## src/rtl/seg7_pkg.sv

```systemverilog
// Shared segment patterns and idle constants for the 4-digit scanner.
// Patterns are {a,b,c,d,e,f,g}, active-low.
package seg7_pkg;

   localparam logic [6:0] SEG_0     = 7'b0000001;
   localparam logic [6:0] SEG_1     = 7'b1001111;
   localparam logic [6:0] SEG_2     = 7'b0010010;
   localparam logic [6:0] SEG_3     = 7'b0000110;
   localparam logic [6:0] SEG_4     = 7'b1001100;
   localparam logic [6:0] SEG_5     = 7'b0100100;
   localparam logic [6:0] SEG_6     = 7'b0100000;
   localparam logic [6:0] SEG_7     = 7'b0001101;
   localparam logic [6:0] SEG_8     = 7'b0000000;
   localparam logic [6:0] SEG_9     = 7'b0001100;
   localparam logic [6:0] SEG_MINUS = 7'b1111110;
   localparam logic [6:0] SEG_BLANK = 7'b1111111;

   localparam logic [7:0] LED_OFF = 8'hFF;
   localparam logic [3:0] AN_OFF  = 4'b1111;

endpackage

```

## src/rtl/seg7_digit_dec.sv

```systemverilog
// BCD-to-segment decoder; codes 10..15 render as a minus sign.
module seg7_digit_dec
   import seg7_pkg::*;
(
   input  logic [3:0] digit,
   output logic [6:0] seg
);

   always_comb begin
      seg = SEG_MINUS;
      case (digit)
         4'd0:    seg = SEG_0;
         4'd1:    seg = SEG_1;
         4'd2:    seg = SEG_2;
         4'd3:    seg = SEG_3;
         4'd4:    seg = SEG_4;
         4'd5:    seg = SEG_5;
         4'd6:    seg = SEG_6;
         4'd7:    seg = SEG_7;
         4'd8:    seg = SEG_8;
         4'd9:    seg = SEG_9;
         default: seg = SEG_MINUS;
      endcase
   end

endmodule

```

## src/rtl/seg7_scan_ctrl.sv

```systemverilog
// Four-digit multiplexed 7-segment scanner with frame-aligned LOAD/READY commit.
// Define SEG7_LZ_BLANK_EN to enable leading-zero suppression.
module seg7_scan_ctrl
   import seg7_pkg::*;
#(
   parameter int SCAN_DIV  = 50000,
   parameter int BLANK_CYC = 500
) (
   input  logic        CLK,
   input  logic        RST,
   input  logic [15:0] VALUE,
   input  logic [3:0]  DP,
   input  logic        LOAD,
   output logic        READY,
   output logic [7:0]  LED,
   output logic [3:0]  AN
);

   localparam int CW = $clog2(SCAN_DIV);
   localparam logic [CW-1:0] CNT_MAX = CW'(SCAN_DIV - 1);
   localparam logic [CW-1:0] BLANK   = CW'(BLANK_CYC);

   logic [CW-1:0] cnt_q, cnt_d;
   logic [1:0]    idx_q, idx_d;
   logic [15:0]   shadow_q, shadow_d;
   logic [3:0]    sdp_q, sdp_d;
   logic [15:0]   pend_q, pend_d;
   logic [3:0]    pdp_q, pdp_d;
   logic          ready_q, ready_d;
   logic [7:0]    led_q, led_d;
   logic [3:0]    an_q, an_d;

   logic          wrap;
   logic [3:0]    dig_sel;
   logic [6:0]    seg;
   logic          lz;

   always_comb begin
      cnt_d    = cnt_q + CW'(1);
      idx_d    = idx_q;
      shadow_d = shadow_q;
      sdp_d    = sdp_q;
      pend_d   = pend_q;
      pdp_d    = pdp_q;
      ready_d  = ready_q;
      wrap     = (cnt_q == CNT_MAX);
      if (wrap) begin
         cnt_d = '0;
         idx_d = idx_q + 2'd1;
      end
      if (ready_q && LOAD) begin
         pend_d  = VALUE;
         pdp_d   = DP;
         ready_d = 1'b0;
      end
      // Commit only on the 3->0 wrap so a frame never mixes two values
      if (wrap && idx_q == 2'd3 && !ready_q) begin
         shadow_d = pend_q;
         sdp_d    = pdp_q;
         ready_d  = 1'b1;
      end
   end

   assign dig_sel = shadow_d[{idx_d, 2'b00} +: 4];

   seg7_digit_dec u_dec (
      .digit (dig_sel),
      .seg   (seg)
   );

   always_comb begin
      lz = 1'b0;
`ifdef SEG7_LZ_BLANK_EN
      case (idx_d)
         2'd3:    lz = (shadow_d[15:12] == 4'd0);
         2'd2:    lz = (shadow_d[15:8] == 8'd0);
         2'd1:    lz = (shadow_d[15:4] == 12'd0);
         default: lz = 1'b0;
      endcase
`endif
   end

   // Outputs are computed from next state so they line up with cnt_q/idx_q
   always_comb begin
      an_d  = AN_OFF;
      led_d = LED_OFF;
      if (cnt_d >= BLANK) begin
         an_d  = ~(4'b0001 << idx_d);
         led_d = {(lz ? SEG_BLANK : seg), ~sdp_d[idx_d]};
      end
   end

   always_ff @(posedge CLK) begin
      if (RST) begin
         cnt_q    <= '0;
         idx_q    <= '0;
         shadow_q <= '0;
         sdp_q    <= '0;
         pend_q   <= '0;
         pdp_q    <= '0;
         ready_q  <= 1'b1;
         led_q    <= LED_OFF;
         an_q     <= AN_OFF;
      end else begin
         cnt_q    <= cnt_d;
         idx_q    <= idx_d;
         shadow_q <= shadow_d;
         sdp_q    <= sdp_d;
         pend_q   <= pend_d;
         pdp_q    <= pdp_d;
         ready_q  <= ready_d;
         led_q    <= led_d;
         an_q     <= an_d;
      end
   end

   assign READY = ready_q;
   assign LED   = led_q;
   assign AN    = an_q;

endmodule

```

## config.mk

```make
export PLATFORM = sky130hd
export DESIGN_NAME = seg7_scan_ctrl
export DESIGN_NICKNAME = d
export VERILOG_FILES = /design/src/rtl/seg7_pkg.sv /design/src/rtl/seg7_digit_dec.sv /design/src/rtl/seg7_scan_ctrl.sv
export SDC_FILE = /design/constraint.sdc
export NUM_CORES = 1
export LEC_CHECK = 0
export CORE_MARGIN = 4
export CORE_UTILIZATION = 50
export DETAILED_ROUTE_END_ITERATION = 7
export GPL_ROUTABILITY_DRIVEN = 0
export GPL_TIMING_DRIVEN = 0
export PLACE_DENSITY = 0.75
export SLEW_MARGIN = 20
export SYNTH_ARGS = -nofsm -noshare
export SYNTH_HDL_FRONTEND = slang
export SYNTH_SLANG_ARGS = --single-unit
```

## constraint.sdc

```tcl
create_clock -name CLK -period 3.56 [get_ports CLK]
set_input_delay 0.712 -clock CLK [delete_from_list [all_inputs] [get_ports CLK]]
set_output_delay 0.712 -clock CLK [all_outputs]
set_load 0.02 [all_outputs]
```

==> results of run 1 <==
flip-flops by register name, summed over array words and instances, names as in the netlist, 2 cells and up:
| signal | cells |
|---|---|
| AN | 4 |
| LED | 8 |
| sdp_q | 4 |
| cnt_q | 16 |
| idx_q | 2 |
| pend_q | 16 |
| shadow_q | 16 |
| pdp_q | 4 |
synth_stat cells, types with 4 or more instances:
cell	number	area share, %
o21ai_0	8	1.3
ha_1	8	3.1
nand4_1	7	1.4
nor2_1	44	5.2
nand2_1	59	7.0
inv_1	5	0.59
xnor2_1	12	3.3
a31oi_1	5	0.98
clkbuf_1	17	2.0
xor2_1	6	1.7
a21oi_1	29	4.6
nor3_1	4	0.63
and3_1	4	0.79
mux2i_1	24	7.6
dfxtp_1	71	45
nand3_1	15	2.4
worst max-delay path: stages, from the launching register on:
cell      delay, ps
dfxtp_1         320
buf_6           130
or4b_4          560
nor4_4          380
nand2_1         190
buf_2           250
clkbuf_2        250
mux2i_1         270
nand3_1         120
nand3_2         150
inv_1            80
ha_1            220
o21ai_0         180
a31oi_1         100
routing by layer:
layer	wire (um)	track usage [%]	part of all wire, %
met5	0	0	0
met4	131	7.39	2.0
met3	291	5.93	4.4
met2	3100	29.7	47
met1	3090	23.0	47
metrics by stage:
step | util (%) | setup slack [ps] | hold WS, ps | instances | total power [uW]
3_5_place_dp | 59.6 | -106 | 451 | 471 | 919
3_3_place_gp | 59.6 | -92.0 | 446 | 471 | 916
2_1_floorplan | - | 511 | 436 | 362 | 878
4_1_cts | 62.9 | 50.0 | 462 | 487 | 1560
5_1_grt | 63.5 | -4.55 | 489 | 490 | 1620
6_report | 63.5 | 242 | 461 | 490 | 1550
final timing paths:
kind	start	to
worst min-delay path	pend_q[4]	pend_q[4]
worst min register to register	pend_q[4]	pend_q[4]
worst max-delay path	cnt_q[5]	LED[4]
worst max register to register	cnt_q[5]	LED[4]
cells in the final DEF, fill, tap and decap left out, types with 3 or more instances in the layout:
cell type        instances
and3_1                   4
clkbuf_8                 9
nand3_1                 15
dfxtp_1                 71
a31oi_1                  5
xor2_1                   6
buf_2                    3
xnor2_1                 12
inv_1                    5
nor2_1                  44
clkbuf_1                15
nand2_1                 59
nor3_1                   4
nand2b_1                 3
a21oi_1                 29
o211ai_1                 3
nand4_1                  7
clkdlybuf4s50_1         34
o21ai_0                  8
buf_4                    3
ha_1                     7
mux2i_1                 23
buf_6                    3
repair_timing:
item                                    CTS  global route
pin swaps                                 0             1
endpoints found under the setup margin    6             7
gates resized for setup                   2             5
setup buffers                             0             3
layout make-up:
type | instances | area share (%)
multi-input cells | 262 | 42.5
flip-flops and latches | 71 | 36.9
repair buffers | 37 | 9.43
clock buffers | 9 | 3.22
plain buffers | 23 | 2.99
well taps | 75 | 2.44
clock inverters | 7 | 1.89
inverters | 6 | 0.585
kinds of logic after synthesis:
kind of cell | synth area share (%)
flops | 44.7
compound gates | 9.21
mux | 9.45
fa+ha+maj | 3.15
simple gates | 23.4
xor+xnor | 5.83
buf+inv | 4.25
power by group:
group	switching, uW	internal, uW
Combinational	40.3	38.3
Clock	323	324
Sequential	11.5	810
==> flow_metrics.py, run 1 <==
metrics = {
    "status": {
        "status": "complete, no violations",
    },
    "floorplan": {
        "design.core.area_um2": 6060,
        "io_pins": 36,
        "die_x_um": 87.7,
        "dieArea_um2": 7700,
        "row_count": 28,
        "initial_utilization_pct": 52.4,
        "die_h_um": 87.7,
    },
    "global_route": {
        "antenna_found_initial": 0,
        "track_usage_pct": 18.5,
        "grt_pass1_vias": 2412,
        "grt_pass1_wl_um": 11000,
        "grt_max_degree": 14,
        "grt_overflow_total": 0,
    },
    "worst_setup_path": {
        "r2r_slack_ps": 240,
        "path_class": "flop to flop",
        "cp.required_ps": 3780,
        "end_kind": "flop",
        "cp.arrival_ps": 3540,
        "cp_max_fo": 10,
        "rr_worst_depth": 13,
        "cp-start-kind": "flop",
    },
    "clocking": {
        "clk_pin_slew_ps": 80,
        "clockBufferDepth": 2,
        "clk_latency_ps": 360,
        "cts_root_buffer": "clkbuf_8",
        "cts-htree-levels": 3,
        "cts_buffers": 9,
        "cts_hold_repair.buffers": 0,
        "cts_tree": "done",
        "cts_sinks": 71,
    },
    "drt": {
        "vias_per_cell": 5.25,
        "initialDrtViolationCount": 134,
        "routed_wl_um": 6610,
        "ant_nets": 0,
        "vias": 2574,
        "first_pass_iters": 5,
        "wl_per_cell_um": 13.5,
        "drc": 0,
    },
    "timing": {
        "period_needed_ps": 3320,
        "drv_slew": 0,
        "max_freq_mhz": 301,
        "final-hold-violation-count": 0,
        "slew_headroom_pct": 50.7,
        "setup_viol": 0,
        "skew_ps": 9.35,
        "min_period_over_period_pct": 93.2,
        "worst_pin_slew_ps": 732,
        "finalSetupTns_ps": 0,
    },
    "hold_path": {
        "min_path_type": "flop to flop",
        "whs_path_depth": 2,
    },
    "finish": {
        "nFillCells": 570,
        "multiInputGateArea_um2": 1640,
        "drive_gt1_share_pct": 10.1,
        "ff_latch_area_um2": 1420,
        "design_area_um2": 3850,
        "antenna_cells": 0,
        "fin_nets": 441,
        "syn_to_final_growth_pct": 21.1,
    },
    "flow_run": {
        "max-cap-violations": 0,
    },
    "yosys": {
        "synth.cell_area_um2": 3180,
        "yosysWarningCount": 0,
        "ys.flop_type": "dfxtp_1",
        "synth_nets": 393,
        "ys_seq_elements": 71,
        "yosysUniqueCellTypes": 45,
        "yosysSeqAreaShare_pct": 44.7,
        "synth_cells": 362,
        "ys_async_sr_fraction_pct": 0,
        "synth-edff-count": 0,
        "avgSynthCellArea_um2": 8.78,
    },
    "power_and_ir_drop": {
        "ir_worst_vdd_mv": 0.407,
        "p_leak_uw": 0.00157,
        "power_density_nw_per_um2": 402,
    },
    "place": {
        "numPortBuffers": 34,
        "dp_hpwl_um": 4630,
        "placed_area_um2": 3610,
    },
}
Note: power is estimated with default switching activity, not from simulation.
==> run 2: changes to the inputs <==
--- a/config.mk
+++ b/config.mk
@@ -11,7 +11,8 @@
 export GPL_ROUTABILITY_DRIVEN = 0
 export GPL_TIMING_DRIVEN = 0
 export PLACE_DENSITY = 0.75
-export SLEW_MARGIN = 20
+export RECOVER_POWER = 50
+export SLEW_MARGIN = 10
 export SYNTH_ARGS = -nofsm -noshare
 export SYNTH_HDL_FRONTEND = slang
 export SYNTH_SLANG_ARGS = --single-unit
==> run 2 against run 1 <==
  * Sequential power about the same
  * Utilization did not move
  * Cell count is the same
  * Sequential share of layout area unchanged
  * Worst hold slack is essentially flat
  * First-iteration DRC count down 5.2%
  * Via count shrank 0.16%
  * Critical path type unchanged
  * Largest power group unchanged
  * Highest routed layer unchanged
==> flow_metrics.py, run 2 (synthesis results as in run 1) <==
metrics = {
    "status": {
        "status": "complete, no violations",
    },
    "worst_setup_path": {
        "path_class": "flop to flop",
        "path_cells": "buf_6 -> or4b_4 -> nor4_4 -> nand2_1 -> buf_2 -> clkbuf_2 -> mux2i_1 -> nand3_1 -> nand3_2 -> inv_1 -> ha_1 -> o21ai_0 -> a31oi_1",
        "end_kind": "flop",
        "r2r_slack_ps": 240,
        "cp.arrival_ps": 3540,
        "cp.required_ps": 3780,
        "rr_endpoint": "LED[4]",
        "cpPeakStageDelay_ps": 560,
        "rr_worst_depth": 13,
        "cp_max_fo": 10,
        "r2r_start": "cnt_q[5]",
        "cpMaxStageDelayCell": "or4b_4",
        "cp-start-kind": "flop",
    },
    "finish": {
        "syn_to_final_growth_pct": 21.1,
        "drive_gt1_share_pct": 10.1,
        "antenna_cells": 0,
        "final_cell_mix": "dfxtp_1 (71), nand2_1 (59), nor2_1 (44), a21oi_1 (29), mux2i_1 (23)",
        "fin_nets": 441,
        "layout_commonest_cell": "dfxtp_1",
        "top_regs": "cnt_q: 16 flops, pend_q: 16 flops, shadow_q: 16 flops",
        "final_core_util_pct": 63.5,
    },
    "clocking": {
        "cts_root_buffer": "clkbuf_8",
        "cts_hold_repair.buffers": 0,
        "clk_latency_ps": 360,
        "cts_sinks": 71,
        "cts_buffers": 9,
        "cts_tree": "done",
        "clockBufferDepth": 2,
        "cts-htree-levels": 3,
        "clk_pin_slew_ps": 80,
    },
    "global_route": {
        "grt_overflow_total": 0,
        "grt_max_degree": 14,
        "grt_pass1_wl_um": 11000,
        "antenna_found_initial": 0,
        "track_usage_pct": 18.5,
        "grt_pass1_vias": 2412,
    },
    "drt": {
        "first_pass_iters": 5,
        "route.met3.wl_um": 290,
        "wl_per_cell_um": 13.5,
        "drc": 0,
        "vias_per_cell": 5.24,
        "routed_wl_um": 6600,
        "vias": 2570,
        "top_layer": "met4",
        "m1WireLength_um": 3080,
        "wl_met2_um": 3100,
        "ant_nets": 0,
        "initialDrtViolationCount": 127,
    },
    "hold_path": {
        "whs_path_depth": 2,
        "hold_end": "pend_q[4]",
        "min_path_type": "flop to flop",
        "hold_start": "pend_q[4]",
    },
    "floorplan": {
        "dieArea_um2": 7700,
        "design.core.area_um2": 6060,
        "io_pins": 36,
        "row_count": 28,
        "initial_utilization_pct": 52.4,
        "die_x_um": 87.7,
        "die_h_um": 87.7,
    },
    "flow_run": {
        "max-cap-violations": 0,
    },
    "timing": {
        "finalSetupTns_ps": 0,
        "skew_ps": 9.25,
        "drv_slew": 0,
        "max_freq_mhz": 302,
        "period_needed_ps": 3320,
        "slew_headroom_pct": 50.7,
        "worst_pin_slew_ps": 732,
        "setup_viol": 0,
        "final-hold-violation-count": 0,
        "min_period_over_period_pct": 93.2,
    },
    "power_and_ir_drop": {
        "power_density_nw_per_um2": 402,
        "ir_worst_vdd_mv": 0.407,
        "p_leak_uw": 0.00153,
    },
    "place": {
        "dp_hpwl_um": 4630,
        "numPortBuffers": 34,
    },
}
==> run 2: changes by cell type in the layout (fill, tap and decap cells not counted), sizes merged <==
cell / before / now
clkdlybuf4s50: 34 / 21
dlygate4sd3: 0 / 13
==> run 2: how the worst max path moves through the flow <==
stage                  end  cells past startpoint      from
floorplan           LED[3]                     11  cnt_q[5]
global placement    LED[3]                     10  cnt_q[0]
detailed placement  LED[3]                     10  cnt_q[0]
CTS                 LED[3]                     12  cnt_q[0]
global route        LED[4]                     13  cnt_q[5]
finish              LED[4]                     13  cnt_q[5]
==> run 2: stage by stage <==
stage	power [uW]	std cells	worst slack [ps]	hold WS (ps)	cell area (um2)
2_1_floorplan	878	362	511	436	3180
3_3_place_gp	916	471	-92.0	446	3610
3_5_place_dp	919	471	-106	451	3610
4_1_cts	1560	487	50.0	462	3810
5_1_grt	1620	490	-4.55	489	3850
6_report	1550	490	244	461	3850
==> run 2: worst max-delay path: cells and delay by family (launching register included) <==
family / cells / cell delay (ps)
flip-flops: 1 / 320
adder cells (fa/ha/maj): 1 / 220
AO/OA/AOI/OAI: 2 / 280
multiplexers: 1 / 270
AND/OR/NAND/NOR: 5 / 1400
buffers and inverters: 4 / 710
==> run 2: repair_timing <==
item                       CTS  global route
setup endpoints to repair    6             7
setup buffers                0             3
pin swaps                    0             1
gates resized for setup      2             5
==> run 2: layout make-up <==
| cell class | instances | area (um2) |
|---|---|---|
| Multi-Input combinational cell | 262 | 1640 |
| Tap cell | 75 | 93.8 |
| Clock inverter | 7 | 72.6 |
| Fill cell | 570 | 2210 |
| Timing Repair Buffer | 37 | 363 |
| Sequential cell | 71 | 1420 |
| Clock buffer | 9 | 124 |
| Inverter | 6 | 22.5 |
| Buffer | 23 | 115 |
==> run 2: power breakdown <==
part	internal, uW	total (uW)	switching, uW
Sequential	810	822	11.6
Combinational	38.0	78.2	40.2
Clock	324	648	324
Total	1170	1550	376
==> run 2: metal layers <==
layer / vias to the layer above / track usage, %
met4: 0 / 7.39
met2: 46 / 29.7
met5: - / 0
li1: 1330 / -
met1: 1184 / 23.0
met3: 10 / 5.93
==> run 3: changes to the inputs <==
--- a/config.mk
+++ b/config.mk
@@ -10,6 +10,7 @@
 export DETAILED_ROUTE_END_ITERATION = 7
 export GPL_ROUTABILITY_DRIVEN = 0
 export GPL_TIMING_DRIVEN = 0
+export HOLD_SLACK_MARGIN = 0.12
 export PLACE_DENSITY = 0.75
 export RECOVER_POWER = 50
 export SLEW_MARGIN = 10
==> results of run 3 <==
Final layout, timing and power as in run 2 (identical DEF).
